$ cat src/rtl/aes_gf_pkg.sv
// aes_gf_pkg -- shared GF(2^8) helpers and types for the AES MixColumns datapath.
//
// Contents:
//   byte_t          8-bit GF(2^8) element
//   column_t        one AES state column; element i is row i
//   mixcol_state_e  engine FSM states {ACC, HOLD}
//   FWD_COEF        first row of the MixColumns matrix
//   INV_COEF        first row of the InvMixColumns matrix
//   xtime()         multiply by x (0x02), modulo 0x11B
//   gf_mul_const()  multiply by a small constant (bits 3:0 only)
//
// Optional feature used by the top: MIXCOL_BYPASS_EN (final-round pass-through).
package aes_gf_pkg;

    typedef logic [7:0] byte_t;
    typedef byte_t [3:0] column_t;

    typedef enum logic {
        ACC  = 1'b0,
        HOLD = 1'b1
    } mixcol_state_e;

    // Row i of either matrix is this row rotated right by i, so the
    // coefficient applied to byte j for row i is COEF[(j - i) mod 4].
    localparam byte_t FWD_COEF [4] = '{8'h02, 8'h03, 8'h01, 8'h01};
    localparam byte_t INV_COEF [4] = '{8'h0E, 8'h0B, 8'h0D, 8'h09};

    function automatic byte_t xtime(input byte_t b);
        return {b[6:0], 1'b0} ^ (b[7] ? 8'h1B : 8'h00);
    endfunction

    // Every MixColumns coefficient fits in four bits, so only x1/x2/x4/x8
    // terms are needed. Bits 7:4 of coeff are ignored.
    function automatic byte_t gf_mul_const(input byte_t b, input byte_t coeff);
        byte_t x2;
        byte_t x4;
        byte_t x8;
        byte_t r;
        x2 = xtime(b);
        x4 = xtime(x2);
        x8 = xtime(x4);
        r  = 8'h00;
        if (coeff[0]) r = r ^ b;
        if (coeff[1]) r = r ^ x2;
        if (coeff[2]) r = r ^ x4;
        if (coeff[3]) r = r ^ x8;
        return r;
    endfunction

endpackage

$ cat src/rtl/gf_mul_row.sv
// gf_mul_row -- combinational contribution of one column byte to all four
// mixed output rows.
//
// Ports:
//   b     in   8   column byte b_col
//   inv   in   1   0 = MixColumns coefficients, 1 = InvMixColumns
//   col   in   2   position of b within the column (row index 0..3)
//   prod  out  32  prod[i] = M[i][(col - i) mod 4] * b
module gf_mul_row
    import aes_gf_pkg::*;
(
    input  byte_t      b,
    input  logic       inv,
    input  logic [1:0] col,
    output column_t    prod
);

    always_comb begin
        prod = '0;
        for (int i = 0; i < 4; i++) begin
            // 2-bit subtraction gives the (col - i) mod 4 rotation for free.
            prod[i] = gf_mul_const(b, inv ? INV_COEF[col - 2'(i)]
                                          : FWD_COEF[col - 2'(i)]);
        end
    end

endmodule

$ cat src/rtl/mixcol_stream.sv
// mixcol_stream -- streaming AES MixColumns / InvMixColumns engine.
//
// A 4-byte column arrives as BEATS = 4/LANES beats of LANES bytes (row 0
// first). Each accepted beat XORs its partial products into four byte
// accumulators; after the last beat the mixed column is presented on the
// output until it is taken.
//
// Parameters:
//   LANES      bytes per input beat: 1, 2 or 4
// Ports:
//   clk        clock
//   rst        synchronous active-high reset
//   in_valid   input beat valid
//   in_ready   engine can accept a beat
//   in_data    8*LANES bits; byte k of beat t is column byte b[t*LANES+k]
//   in_inv     0 = MixColumns, 1 = InvMixColumns (first beat only)
//   in_bypass  pass the column through unmixed (first beat only);
//              present only when MIXCOL_BYPASS_EN is defined
//   out_valid  mixed column available
//   out_ready  downstream accepts the column
//   out_data   out_data[8*i+7:8*i] = mixed row byte r_i
//   out_col    index of out_data's column within the state, 0..3
//
// Handshake: a transfer happens on a rising edge where valid and ready are
// both high. in_ready is high only in ACC (and not in reset); a beat offered
// while in_ready is low is not taken, so upstream must hold it. out_valid is
// high only in HOLD, during which out_data/out_col do not change; it never
// depends on out_ready.
module mixcol_stream
    import aes_gf_pkg::*;
#(
    parameter int LANES = 1
) (
    input  logic               clk,
    input  logic               rst,
    input  logic               in_valid,
    output logic               in_ready,
    input  logic [8*LANES-1:0] in_data,
    input  logic               in_inv,
`ifdef MIXCOL_BYPASS_EN
    input  logic               in_bypass,
`endif
    output logic               out_valid,
    input  logic               out_ready,
    output logic [31:0]        out_data,
    output logic [1:0]         out_col
);

    localparam int         BEATS     = 4 / LANES;
    localparam logic [1:0] LAST_BEAT = 2'(BEATS - 1);

    mixcol_state_e state;
    mixcol_state_e state_next;

    logic [1:0] beat_cnt;
    column_t    acc;
    column_t    acc_next;
    column_t    beat_sum;
    logic       inv_q;
    logic       inv_eff;
    logic       byp_eff;
    logic       first_beat;
    logic       beat_acc;
    logic       out_hs;

    column_t    lane_prod [LANES];
    logic [1:0] lane_col  [LANES];

    assign in_ready   = (state == ACC) && !rst;
    assign out_valid  = (state == HOLD);
    assign out_data   = acc;
    assign beat_acc   = in_valid && in_ready;
    assign out_hs     = out_valid && out_ready;
    assign first_beat = (beat_cnt == 2'd0);

    // Mode is taken live on the first beat and from the latch afterwards,
    // so later beats cannot change how the column is mixed.
    assign inv_eff = first_beat ? in_inv : inv_q;

`ifdef MIXCOL_BYPASS_EN
    logic byp_q;
    assign byp_eff = first_beat ? in_bypass : byp_q;

    always_ff @(posedge clk) begin
        if (rst) begin
            byp_q <= 1'b0;
        end else if (beat_acc && first_beat) begin
            byp_q <= in_bypass;
        end
    end
`else
    assign byp_eff = 1'b0;
`endif

    for (genvar k = 0; k < LANES; k++) begin : g_lane
        assign lane_col[k] = 2'(int'(beat_cnt) * LANES + k);

        gf_mul_row u_row (
            .b    (in_data[8*k +: 8]),
            .inv  (inv_eff),
            .col  (lane_col[k]),
            .prod (lane_prod[k])
        );
    end

    // Combine this beat's lanes; bypass drops each byte into its own row.
    always_comb begin
        beat_sum = '0;
        for (int k = 0; k < LANES; k++) begin
            if (byp_eff) begin
                beat_sum[lane_col[k]] = beat_sum[lane_col[k]] ^ in_data[8*k +: 8];
            end else begin
                beat_sum = beat_sum ^ lane_prod[k];
            end
        end
        // The first beat overwrites so no clear cycle is needed between columns.
        acc_next = first_beat ? beat_sum : (acc ^ beat_sum);
    end

    always_comb begin
        state_next = state;
        case (state)
            ACC:     if (beat_acc && (beat_cnt == LAST_BEAT)) state_next = HOLD;
            HOLD:    if (out_ready) state_next = ACC;
            default: state_next = ACC;
        endcase
    end

    always_ff @(posedge clk) begin
        if (rst) begin
            state    <= ACC;
            beat_cnt <= 2'd0;
            acc      <= '0;
            inv_q    <= 1'b0;
            out_col  <= 2'd0;
        end else begin
            state <= state_next;
            if (beat_acc) begin
                acc      <= acc_next;
                beat_cnt <= (beat_cnt == LAST_BEAT) ? 2'd0 : 2'(beat_cnt + 2'd1);
                if (first_beat) inv_q <= in_inv;
            end
            if (out_hs) out_col <= 2'(out_col + 2'd1);
        end
    end

endmodule

$ cat config.mk
export PLATFORM = sky130hd
export DESIGN_NAME = mixcol_stream
export DESIGN_NICKNAME = d
export VERILOG_FILES = /design/src/rtl/aes_gf_pkg.sv /design/src/rtl/gf_mul_row.sv /design/src/rtl/mixcol_stream.sv
export SDC_FILE = /design/constraint.sdc
export NUM_CORES = 1
export LEC_CHECK = 0
export CAP_MARGIN = 10
export CORE_UTILIZATION = 30
export CTS_BUF_LIST = sky130_fd_sc_hd__clkbuf_8
export CTS_CLUSTER_SIZE = 16
export DETAILED_ROUTE_END_ITERATION = 8
export PLACE_DENSITY = 0.62
export SYNTH_ARGS = -nofsm -noshare
export SYNTH_HDL_FRONTEND = slang
export SYNTH_SLANG_ARGS = --single-unit
$ cat constraint.sdc
create_clock -name clk -period 2.5 [get_ports clk]
set_clock_uncertainty 0.1 [all_clocks]
set_input_delay 0.375 -clock clk [delete_from_list [all_inputs] [get_ports clk]]
set_output_delay 0.375 -clock clk [all_outputs]
set_load 0.1 [all_outputs]
==> impl_summary.txt <==
----------------------------------------------------
[Run status]
  Result of the run ... finished, violations left
  Violated checks ... DRC

[Logic synthesis]
  Number of different library cells in the post-synthesis netlist ... 59
  Flip-flop and latch count after synthesis ... 38
  Proportion of register bits with asynchronous set or reset after synthesis ... 0
  Post-synthesis instance total ... 486
  Sequential fraction of the synthesis area ... 0.209
  Number of flops mapped to enable cells by yosys ... 0
  Combined area of all synthesized cells ... 3640 µm²
  Top flip-flop cell by instance count after synthesis ... sky130_fd_sc_hd__dfxtp_1
  Post-Synthesis Net Count ... 504
  Average footprint of a synthesized cell ... 7.49 µm²
  Warning count from the yosys run ... 0

[Floorplan]
  Floorplan die width ... 112 µm
  Io pins ... 49
  Starting density of the core ... 0.314
  Core box area ... 11600 µm²
  Vertical die dimension ... 112 µm
  Std cell rows ... 39
  Die ar. ... 12600 µm²

[Finish]
  Leading cell type in the layout, fill and taps excluded ... sky130_fd_sc_hd__buf_4
  Post-layout instance count excluding filler cells ... 698
  Most frequent cells in the layout ... 85 x sky130_fd_sc_hd__buf_4, 57 x sky130_fd_sc_hd__xnor2_1, 46 x sky130_fd_sc_hd__nand2_1, 43 x sky130_fd_sc_hd__nor2_1, 39 x sky130_fd_sc_hd__o21ai_0
  P&R area growth vs syn ... 26.8%
  Fillers ... 1213
  Final nets ... 574
  Diodes inserted ... 0
  Share of final-layout standard cells stronger than drive strength 1 ... 0.204

[Critical path]
  Reg2reg start ... beat_cnt[0]$_SDFFE_PP0P_
  Signal arrival time at the worst endpoint ... 2440 ps
  Worst path required time ... 2580 ps
  Slowest Stage Delay on Critical Path ... 540 ps
  Critical path endpoint category ... flip-flop
  Ordered list of cells on the worst path ... clkdlybuf4s50_1, buf_4, xor2_2, a211oi_1, nor3b_2, a2111oi_0, nand2_1
  Crit Path Category ... in2reg
  Worst path bufs/invs ... 2
  CP Depth ... 7
  Critical path's top delay family ... compound AO/OA/AOI/OAI gates
  Startpoint types ... primary input
  Cell count of the worst reg-to-reg path ... 8
  Critical-path top delay cell ... sky130_fd_sc_hd__a211oi_1
  Start point of the critical path ... in_data[7]
  Maximum fanout count along the critical path ... 7

[CTS]
  Maximum level of the CTS H-tree ... 2
  Total of hold buffers inserted after clock tree synthesis ... 0
  Clock Sinks ... 38
  Root cell of the clock tree ... sky130_fd_sc_hd__clkbuf_8
  Clk_lat worst skew ... 290 ps
  Max Root-Sink Buffers ... 2
  Number of buffers created by CTS ... 5
  CTS resizes ... 0
  Setup fix buffers added after clock tree synthesis ... 0
  TritonCTS clock tree ... yes
  CTS clk-pin slew, worst paths ... 80 ps

[Worst hold path]
  Worst hold path depth ... 2
  Worst min-delay path class ... reg2reg
  HP Start ... out_data[20]$_SDFFE_PP0P_

[Timing]
  Final hold slack ... 402 ps
  Post-route clock period utilization ... 0.945
  Number of setup violations in the final report ... 0
  Final worst path period need ... 2360 ps
  Max-slew violation count ... 0
  Hold Violations, Final ... 0
  Transition time of the tightest slew-check pin ... 570 ps
  Slew HR ... 0.618
  Highest clock frequency the design can meet ... 423 MHz
  Setup repair after global routing missed its margin ... true

[Placement]
  Post-detail-place hpwl ... 7880 µm
  Routability Congestion ... 0.906
  # port buffers ... 48
  Inst Count DP ... 691

[Detailed routing]
  ANT nets after route ... 0
  Sum of routed wire length over all layers ... 10600 µm
  Routed WL per cell ... 15.2 µm
  Number of detailed-routing iterations run before antenna repair ... 7
  Avg Vias per Cell ... 5.20
  Via count ... 3628
  Initial drt markers ... 253
  DRC errors left ... 2

[GRT]
  Total GRT Usage ... 0.174
  Total congestion overflow ... 0
  Global-route wire length before repair ... 17500 µm
  Initial antenna violation count ... 0
  Number of global-route vias before repair ... 3455
  Maximum number of pins on one net before global-route repair ... 59

[Job]
  Number of max-cap violations ... 0

[Power and ir drop]
  Power per cell area ... 779 nW/µm²
  Static leakage power ... 0.00188 µW
  Peak supply drop ... 0.257 mV

----------------------------------------------------
power breakdown:
part | leakage, µW | switching [µW] | internal [µW] | total [µW]
Combinational | 0.00152 | 1560 | 743 | 2300
Clock | 0.0000431 | 231 | 213 | 444
Sequential | 0.000313 | 128 | 724 | 852
synth_stat cells, types with 6 or more instances:
cell / n / area share
sky130_fd_sc_hd__nor2_1: 44 / 0.045
sky130_fd_sc_hd__nor2b_1: 28 / 0.048
sky130_fd_sc_hd__nor3b_1: 6 / 0.012
sky130_fd_sc_hd__nand2b_1: 12 / 0.021
sky130_fd_sc_hd__dfxtp_1: 38 / 0.21
sky130_fd_sc_hd__a21oi_1: 20 / 0.027
sky130_fd_sc_hd__buf_2: 14 / 0.019
sky130_fd_sc_hd__clkbuf_1: 19 / 0.020
sky130_fd_sc_hd__or3_1: 6 / 0.010
sky130_fd_sc_hd__nand3_1: 25 / 0.034
sky130_fd_sc_hd__nand2_1: 46 / 0.047
sky130_fd_sc_hd__xnor2_1: 58 / 0.14
sky130_fd_sc_hd__o21ai_0: 39 / 0.054
sky130_fd_sc_hd__a22oi_1: 8 / 0.016
sky130_fd_sc_hd__xor2_1: 14 / 0.034
sky130_fd_sc_hd__mux2i_1: 8 / 0.022
state kept, by name, indices dropped and copies added, names as in the netlist:
signal	flops
out_data	32
out_valid	1
inv_q	1
beat_cnt	2
out_col	2
cells by family after synthesis:
group,Yosys count,synth area share
AND/OR/NAND/NOR,196,0.277
AO/OA/AOI/OAI,114,0.196
XOR/XNOR,80,0.220
buffers and inverters,43,0.0526
flip-flops,38,0.209
multiplexers,10,0.0282
adder cells (fa/ha/maj),5,0.0172
tightest hold or removal path: cells and delay by family, from the launching register on:
family	cells	cell delay, ps
simple gates	1	60
flops	1	330
compound gates	1	70
path summary, 6_finish.rpt:
check	to	slack, ps
hold reg to reg	out_data[20]$_SDFFE_PP0P_	400
setup / recovery	out_data[12]$_SDFFE_PP0P_	140
hold / removal	out_data[20]$_SDFFE_PP0P_	400
setup reg to reg	out_data[19]$_SDFFE_PP0P_	140
per-stage QoR:
| step | cell area (µm²) | util | setup slack, ps | total power (µW) | TNS (ps) |
|---|---|---|---|---|---|
| finish | 4620 | 0.398 | 136 | 3600 | 0 |
| global route | 4620 | 0.398 | 2.84 | 3810 | 0 |
| CTS | 4580 | 0.394 | 114 | 3590 | 0 |
| detailed placement | 4490 | 0.387 | -158 | 3130 | -857 |
| global placement | 4490 | 0.387 | -105 | 3090 | -363 |
| floorplan | 3650 | - | 49.6 | 2580 | 0 |
area by class of cell:
class,instances,area (µm²),area share
multi-input combinational,406,2740,0.593
timing repair buffer,101,838,0.182
sequential,38,762,0.165
tap,143,179,0.0388
clock buffer,6,82.6,0.0179
inverter,4,16.3,0.00352
routing by layer:
metal	wire [µm]	track usage
met5	0	0
met4	186	0.0507
met3	588	0.0319
met2	4880	0.285
met1	4940	0.232
Power figures use the tool's default switching activity.
==> RTL change (same flow settings) <==
Build with the macro `MIXCOL_BYPASS_EN` defined.
--- a/src/rtl/mixcol_stream.sv
+++ b/src/rtl/mixcol_stream.sv
@@ -26,6 +26,8 @@
 // while in_ready is low is not taken, so upstream must hold it. out_valid is
 // high only in HOLD, during which out_data/out_col do not change; it never
 // depends on out_ready.
+`define MIXCOL_BYPASS_EN
+
 module mixcol_stream
     import aes_gf_pkg::*;
 #(
Interface: changed (added in_bypass); port bits go from 49 to 50. No check against the original RTL was run, so the function may have changed too.
==> RTL change against the original RTL <==
The run still ends with design-rule violations left; worst setup slack worse by 0.064 ns; area after synthesis shrank 0.41%; global-route usage rose by 0.55 points; final cell count up 3.0%; maximum frequency down 2.6%; total power decreased by 7.0%; routed wire length grew 3.8%; critical path depth grew 5; combinational power shrank 14%; sequential share of layout area shrank 0.75 points; non-clock buffer count grew 31; sequential cell count grew 1; cell area up 7.9%; critical path type is now register to register; largest cell class unchanged.
==> RTL change: results (changes against the original RTL) <==
- Number of distinct library cells after synthesis: 44 (-25%)
- WL per Instance: 15.3 microns (+0.73%)
- Final Wtd Congestion: 0.955 (+5.5%)
- Share of cells above drive strength 1: 28.8% (+8.5 points)
- Worst slew margin: 70.2% (+8.4 points)
- Mean post-synth cell area: 7.65 sq um (+2.1%)
- Worst-path maximum fanout: 5 (-2)
- Failing checks: design-rule violations
- Placed Cells: 706 (+2.2%)
- Resized cells post-CTS: 7 (+7)
- Peak VDD IR: 231 uV (-10%)
- Sequential-to-total area share from yosys stat: 21.5% (+0.64 points)
- Gr usage total: 17.9% (+0.55 points)
- Most area-consuming cells after synthesis: xnor2_1 (24%), dfxtp_1 (22%), nand2_1 (6.9%)
- Seq power: 0.000748 W (-12%)
- R2R Path End: out_data[1]
- Placed Area: 4650 sq um (+3.5%)
- Leakage: 1.99 nW (+5.8%)
- DRC: 5 (+3)
- R2R depth: 12 (+4)
- Arrival @ worst endpoint: 2.54 ns (+0.10 ns)
- Nets@finish: 596 (+3.8%)
- Pre-CTS setup slack: -0.313 ns (-0.155 ns)
- Most frequent cells after synthesis: xnor2_1 (98), nand2_1 (67), nor2_1 (47), dfxtp_1 (39), nor2b_1 (26)
- CP Class: register to register
- Final WL: 11000 microns (+3.8%)
- Initial DRC count: 241 (-4.7%)
- Port bufs: 49 (+2.1%)
- Post-CTS setup buffer count: 1 (+1)
- P_int: 0.00186 W (+11%)
- Syn Nets: 495 (-1.8%)
- Status: finished, violations left
- Met2 Resource Use GR: 28.6% (+0.083 points)
- Clock-net power: 0.000629 W (+42%)
- Vias in the first global route: 3463 (+0.23%)
- Largest net degree at the start of global routing: 40 (-32%)
- Critical Path Max Stage Delay: 0.35 ns (-0.19 ns)
- Flop-to-flop setup slack: 0.07 ns (-0.06 ns)
- Vias after detailed routing: 3585 (-1.2%)
- Post-DP HPWL: 8390 microns (+6.4%)
==> RTL change: cell count changes in the layout (fill, tap and decap cells not counted), moves of 5 or more <==
| cell | unedited run | this run |
|---|---|---|
| nor3b_1 | 6 | 0 |
| o21ai_1 | 5 | 0 |
| o211ai_1 | 5 | 0 |
| xnor2_1 | 57 | 91 |
| o21ai_0 | 39 | 12 |
| or3_1 | 6 | 1 |
| buf_4 | 85 | 113 |
| nand3_1 | 25 | 9 |
| a211oi_1 | 3 | 9 |
| a31oi_1 | 5 | 0 |
| nand2_1 | 46 | 66 |
| a221oi_1 | 0 | 5 |
| a21oi_1 | 20 | 15 |
==> RTL change: how the worst min path moves through the flow <==
stage,slack (ns),start,cells after the start,end
after floorplan,0.35,byp_q,2,byp_q
after global placement,0.37,byp_q,2,byp_q
after detailed placement,0.38,byp_q,2,byp_q
after CTS,0.39,byp_q,2,byp_q
after global routing,0.43,byp_q,2,byp_q
final,0.39,byp_q,2,byp_q
==> RTL change: cell families (layout without fill, tap and decap cells) <==
group	count (synthesis)	after routing	synth area share, %
flip-flops	39	39	21.5
XOR/XNOR	114	114	28.7
AND/OR/NAND/NOR	185	185	24.3
multiplexers	11	11	3.52
buffers and inverters	41	143	5.18
adder cells (fa/ha/maj)	7	7	2.42
AO/OA/AOI/OAI	77	77	14.4
==> RTL change: final cells by class <==
| cell class | instances | area, sq um |
|---|---|---|
| Clock buffer | 5 | 68.8 |
| Clock inverter | 3 | 63.8 |
| Fill cell | 1148 | 6630 |
| Inverter | 3 | 11.3 |
| Multi-Input combinational cell | 394 | 2810 |
| Sequential cell | 39 | 785 |
| Tap cell | 143 | 179 |
| Timing Repair Buffer | 132 | 1060 |
